--- src/rtl/seg7_mux_driver.sv ---
// Two-digit multiplexed seven-segment driver for an 8-bit hex value.
// Inter-digit blanking prevents ghosting; new values are committed only at frame boundaries.
module seg7_mux_driver #(
    parameter int unsigned REFRESH_DIV  = 100000,
    parameter int unsigned BLANK_CYCLES = 1000,
    parameter bit          LZ_BLANK     = 1'b0
) (
    input  logic       clk,
    input  logic       rst,
    input  logic [7:0] value_in,
    input  logic       value_valid,
    output logic [6:0] seg_C,
    output logic [1:0] seg_A,
    output logic       frame_tick
);

    localparam int unsigned CNT_W     = (REFRESH_DIV > 1) ? $clog2(REFRESH_DIV) : 1;
    localparam int unsigned ON_CYCLES = REFRESH_DIV - BLANK_CYCLES;

    typedef enum logic {ST_BLANK, ST_ON} state_t;

    state_t             state_q, state_d;
    logic [CNT_W-1:0]   cnt_q, cnt_d;
    logic               dig_q, dig_d;
    logic [7:0]         disp_q, disp_d;
    logic [7:0]         pend_q, pend_d;
    logic               pend_flag_q, pend_flag_d;
    logic [6:0]         seg_c_q, seg_c_d;
    logic [1:0]         seg_a_q, seg_a_d;
    logic               frame_tick_q, frame_tick_d;
    logic               last_c;
    logic               boundary_c;
    logic [3:0]         nib_c;

    // Active-low gfedcba hex decode
    function automatic logic [6:0] hex_to_seg(input logic [3:0] n);
        hex_to_seg = 7'h7F;
        case (n)
            4'h0: hex_to_seg = 7'h40;
            4'h1: hex_to_seg = 7'h79;
            4'h2: hex_to_seg = 7'h24;
            4'h3: hex_to_seg = 7'h30;
            4'h4: hex_to_seg = 7'h19;
            4'h5: hex_to_seg = 7'h12;
            4'h6: hex_to_seg = 7'h02;
            4'h7: hex_to_seg = 7'h78;
            4'h8: hex_to_seg = 7'h00;
            4'h9: hex_to_seg = 7'h10;
            4'hA: hex_to_seg = 7'h08;
            4'hB: hex_to_seg = 7'h03;
            4'hC: hex_to_seg = 7'h46;
            4'hD: hex_to_seg = 7'h21;
            4'hE: hex_to_seg = 7'h06;
            4'hF: hex_to_seg = 7'h0E;
        endcase
    endfunction

    // Slot sequencing, value capture/commit and registered output decode
    always_comb begin
        state_d      = state_q;
        cnt_d        = cnt_q + CNT_W'(1);
        dig_d        = dig_q;
        disp_d       = disp_q;
        pend_d       = pend_q;
        pend_flag_d  = pend_flag_q;
        seg_c_d      = 7'h7F;
        seg_a_d      = 2'b11;
        nib_c        = dig_q ? disp_q[7:4] : disp_q[3:0];

        if (state_q == ST_BLANK) begin
            last_c = (cnt_q == CNT_W'(BLANK_CYCLES - 1));
        end else begin
            last_c = (cnt_q == CNT_W'(ON_CYCLES - 1));
        end
        boundary_c   = (state_q == ST_ON) && last_c && dig_q;
        frame_tick_d = boundary_c;

        if (last_c) begin
            cnt_d = '0;
            if (state_q == ST_BLANK) begin
                state_d = ST_ON;
            end else begin
                state_d = ST_BLANK;
                dig_d   = ~dig_q;
            end
        end

        // A valid on the boundary edge bypasses the pending register
        if (boundary_c) begin
            if (value_valid) begin
                disp_d = value_in;
            end else if (pend_flag_q) begin
                disp_d = pend_q;
            end
            pend_flag_d = 1'b0;
        end else if (value_valid) begin
            pend_d      = value_in;
            pend_flag_d = 1'b1;
        end

        if (state_q == ST_ON && !(LZ_BLANK && dig_q && disp_q[7:4] == 4'h0)) begin
            seg_c_d = hex_to_seg(nib_c);
            seg_a_d = dig_q ? 2'b01 : 2'b10;
        end
    end

    always_ff @(posedge clk) begin
        if (rst) begin
            state_q      <= ST_BLANK;
            cnt_q        <= '0;
            dig_q        <= 1'b0;
            disp_q       <= 8'h00;
            pend_q       <= 8'h00;
            pend_flag_q  <= 1'b0;
            seg_c_q      <= 7'h7F;
            seg_a_q      <= 2'b11;
            frame_tick_q <= 1'b0;
        end else begin
            state_q      <= state_d;
            cnt_q        <= cnt_d;
            dig_q        <= dig_d;
            disp_q       <= disp_d;
            pend_q       <= pend_d;
            pend_flag_q  <= pend_flag_d;
            seg_c_q      <= seg_c_d;
            seg_a_q      <= seg_a_d;
            frame_tick_q <= frame_tick_d;
        end
    end

    assign seg_C      = seg_c_q;
    assign seg_A      = seg_a_q;
    assign frame_tick = frame_tick_q;

endmodule
--- config.mk ---
export PLATFORM = sky130hd
export DESIGN_NAME = seg7_mux_driver
export DESIGN_NICKNAME = d
export VERILOG_FILES = /design/src/rtl/seg7_mux_driver.sv
export SDC_FILE = /design/constraint.sdc
export NUM_CORES = 1
export LEC_CHECK = 0
export CORE_MARGIN = 10
export CORE_UTILIZATION = 56
export CTS_CLUSTER_DIAMETER = 100
export CTS_CLUSTER_SIZE = 12
export DETAILED_ROUTE_END_ITERATION = 6
export PLACE_DENSITY = 0.83
export SYNTH_ARGS = -nofsm -noshare
export SYNTH_HDL_FRONTEND = slang
export SYNTH_SLANG_ARGS = --single-unit
--- constraint.sdc ---
create_clock -name clk -period 2.9 [get_ports clk]
set_input_delay 0.58 -clock clk [delete_from_list [all_inputs] [get_ports clk]]
set_output_delay 0.58 -clock clk [all_outputs]
set_load 0.02 [all_outputs]
Yosys cells after proc, flatten, opt, wreduce, memory -nomap -nowiden
Memory sizes are Yosys's and may differ from the RTL's. A register that Yosys moved wholly into a read port is not among the register bits. Cells that the tools add are included. Widths: inputs -> output; s select.

Flip-flop bits (word level): 39. ROM bits: 112. Logic and storage cells: 30. Memories kept: 1.

Memories: (no name shown) (depth 16, width 7, read ports 1, clocked after Yosys merged registers in 1, wr ports 0, RTL line 38) `case (n)`.

$add $sub $neg: 1. Eq/ne operators: 2. Muxes and demuxes: 6. Bitwise gates (word level): 3. Reduce and logical (&&, ||, !) cells: 9.

Operators by type and width (count): $add 17x1->17 const B (1); $eq 17x10->1 const B (1); $eq 17x17->1 const B (1); $mux 8 (2); $reduce_and 2->1 (3); $reduce_or 2->1 (3); $mux 4 (1); $not 1->1 (3); $logic_and 1x1->1 (2); $mux 1 (2); $mux 2 (1); $reduce_bool 2->1 (1).

Depth between registers and ports, before layout
Depth in word-level cells: 6. Gate-level depth with buffers: 7. Gate-level depth less buffers: 6.

Worst setup path before layout
Ideal clock, no wire load.

Path kind: register to register. Start: register dig_q. End: register seg_c_q[0], in the netlist seg_C[0]. Arrival: 1.900 ns. Slack: 0.872 ns. Cell stages (with the launch flop): 8. Buffers on the path: 1. Path through: dfxtp_1 > clkbuf_1 > mux2i_1 > inv_1 > ha_1 > or3_1 > o221ai_1 > nand2_1.

Cells in the longest elaborated chain, start to end: 1.

RTL lines: from (decl) (RTL line 24) `logic dig_q, dig_d;`; from (signal assigned) (RTL line 121) `dig_q <= dig_d;`; $mux 4 (RTL line 68) `nib_c = dig_q ? disp_q[7:4] : disp_q[3:0];`; to (decl) (RTL line 28) `logic [6:0] seg_c_q, seg_c_d;`.

Every way passes these cells. A chain may end at the register's enable or synchronous reset.

Worst setup path after layout
Start: register cnt_q[3]. End: register cnt_q[2].

Cells in the longest elaborated chain, start to end: 3. Elaborated cells between the ends (all ways): 4. Classes of those cells: eq/ne (2); mux (1); reduce/logical (1).

RTL lines: from (decl) (RTL line 23) `logic [CNT_W-1:0] cnt_q, cnt_d;`; from (signal assigned) (RTL line 120) `cnt_q <= cnt_d;`; $eq 17x10->1 / $eq 17x17->1 (equally long branches) (RTL line 71, 73); $mux 1 (*) (RTL line 70) `if (state_q == ST_BLANK) begin`; $reduce_or 2->1 (no line) (*).

Mark *: on every way between the ends. The rest lies on a longest branch, timed or not.

==> flow_summary.toml <==
[status]
status = "finished, final reports clean"

[pwr]
ir_drop_mv = 0.287
p_leak_nw = 0.914
p_per_area_nw_per_um2 = 431

[routing]
post_drt_wl_per_cell_um = 13.7
detail-route-antenna-nets = 0
totalWireLength_um = 4200
first_iter_violations = 71
drc = 0
drt-vias-per-instance = 5.76
vias = 1769
firstDrtPassIters = 4

[worst_hold_path]
min_from = "cnt_q[0]"
min_delay_worst_endpoint = "cnt_q[0]"
min_path_type = "register to register"
holdPathStages = 1

[critical_path]
worstPathRequired_ns = 3.06
r2r_start = "cnt_q[3]"
r2r_slack_ns = 0.86
cp_max_fo = 17
start_kind = "register"
reg2regPathDepth = 5
critPathKind = "register to register"
cp-end-kind = "register"
rr_endpoint = "cnt_q[2]"
cp.arrival_ns = 2.20

[clocking]
htreeDepth = 2
cts_tree = "done"
clock_insertion_delay_worst_skew_ns = 0.30
post_cts.repair.setup_buffers = 0
clkSinkCount = 46
clk_pin_slew_ns = 0.07
clock_path_buffers = 2
ctsResizeCount = 0
cts_root_buffer = "clkbuf_8"
cts-buffers-inserted = 5
cts_hold_buf = 0

[synthesis]
synth_area_leaders = "dfxtp_1, mux2i_1, mux2_2"
synth_top_area_frac = 0.419
synth_flop_cell = "dfxtp_1"
async_reset_ff_frac = 0
synth-seq-area-share = 0.419
ys_types = 43
mappedNetlistArea_um2 = 2200
ys_ff_latch = 46
ys_warn_count = 0
syn-num-nets = 261
avgSynthCellArea_um2 = 9.05
syn_inst = 243
synth_area_leader_cell = "dfxtp_1"
synth_edf_count = 0

[die]
die-area_um2 = 6830
die_y_um = 82.7
die_w_um = 82.7
initial_core_util = 0.592
core-area_um2 = 3720
pin_count = 21
rows = 22

[timing]
worst_slew_pin_slew_ns = 0.588
fmax_ghz = 0.489
hold_viol = 0
max_slew_margin = 0.607
final.setup_skew_ns = 0.00854
finalSetupViolations = 0
fin_crit_ns = 2.04
rsz0062_at_grt = "no"
finalCritPeriodShare = 0.705
tns_ns = 0
slew_viol_final = 0

[job]
timing.max_cap.violations = 0

[finish]
multi_input_area_um2 = 1180
n_antenna_cell = 0
nNetsFinal = 277
fin_util = 0.670
drive_gt1_frac = 0.0888
instances_no_fill = 307
regArea_um2 = 921
final_cell_mix = "dfxtp_1, nand2_1, clkdlybuf4s50_1"
layout_commonest_cell = "dfxtp_1"
syn_to_final_growth_pct = 13.3
fillCellCount = 296

[grt]
globalRouteOverflowTotal = 0
grt_pass1_vias = 1715
antenna_found_initial = 0
grt_max_degree = 18
grt_usage = 0.133
grt_pass1_wl_um = 7350

[place]
place_hpwl_um = 3080
numPortBuffers = 20
place.gp.congestion = 0.847
dpl.cell_count = 300
==> registers in the layout, summed over array words and instances, names as in the netlist <==
signal,flops
cnt_q,17
dig_q,1
disp_q,8
frame_tick,1
pend_flag_q,1
pend_q,8
seg_A,2
seg_C,7
state_q,1
==> report_power, final <==
part	switching, mW	leakage [nW]	internal [mW]
Combinational	0.0320	0.502	0.0329
Sequential	0.00664	0.373	0.643
Clock	0.194	0.0383	0.166
Total	0.233	0.914	0.841
==> Yosys cell counts, types with 7 or more instances <==
| library cell | count |
|---|---|
| nand2_1 | 29 |
| nand4_1 | 7 |
| nor4_1 | 10 |
| mux2i_1 | 13 |
| dfxtp_1 | 46 |
| clkbuf_1 | 8 |
| mux2_2 | 10 |
| nor3_1 | 8 |
| xor2_1 | 7 |
| nand3_1 | 7 |
| nor2_1 | 17 |
| a21oi_1 | 7 |
| a31oi_1 | 8 |
| ha_1 | 7 |
==> critical path: stages (launching register included) <==
cell and delay [ns]:
dfxtp_1 0.37, or4b_4 0.54, nor3_2 0.15, buf_4 0.21, a31o_1 0.53, nor2_1 0.10
==> cells by family after synthesis <==
kind of cell             share of synthesized area
buffers and inverters                       0.0438
XOR/XNOR                                    0.0518
AND/OR/NAND/NOR                              0.232
multiplexers                                 0.110
flip-flops                                   0.419
AO/OA/AOI/OAI                                0.104
adder cells (fa/ha/maj)                     0.0398
==> area by class of cell <==
type / instances / share of cell area
Multi-Input combinational cell: 176 / 0.474
Timing Repair Buffer: 24 / 0.0924
Sequential cell: 46 / 0.370
Inverter: 6 / 0.00904
Tap cell: 48 / 0.0241
Clock buffer: 7 / 0.0306
==> stage by stage <==
| stage | setup slack [ns] | total power, mW | hold WS (ns) | cell area, um2 |
|---|---|---|---|---|
| floorplan | 0.872 | 0.706 | 0.413 | 2200 |
| global placement | 0.680 | 0.727 | 0.425 | 2410 |
| detailed placement | 0.615 | 0.729 | 0.437 | 2410 |
| CTS | 0.848 | 1.08 | 0.448 | 2490 |
| global route | 0.644 | 1.12 | 0.470 | 2490 |
| finish | 0.857 | 1.07 | 0.443 | 2490 |
==> worst max-delay path by stage <==
stage | to | depth (start not counted) | start | slack (ns)
after global placement | seg_C[1] | 4 | rst | 0.68
final | cnt_q[2] | 5 | cnt_q[3] | 0.86
after CTS | cnt_q[5] | 5 | cnt_q[3] | 0.85
after floorplan | seg_C[0] | 7 | dig_q | 0.87
after detailed placement | seg_C[1] | 4 | rst | 0.61
after global routing | cnt_q[14] | 5 | cnt_q[3] | 0.64
==> routing by layer <==
layer  up-vias  share of wire  global-route usage
met3         9          0.030              0.0302
met4         0          0.020              0.0635
met1       834           0.44               0.148
li1        906              -                   -
met2        20           0.51               0.235
met5         -              0                   0
Power figures use the tool's default switching activity.
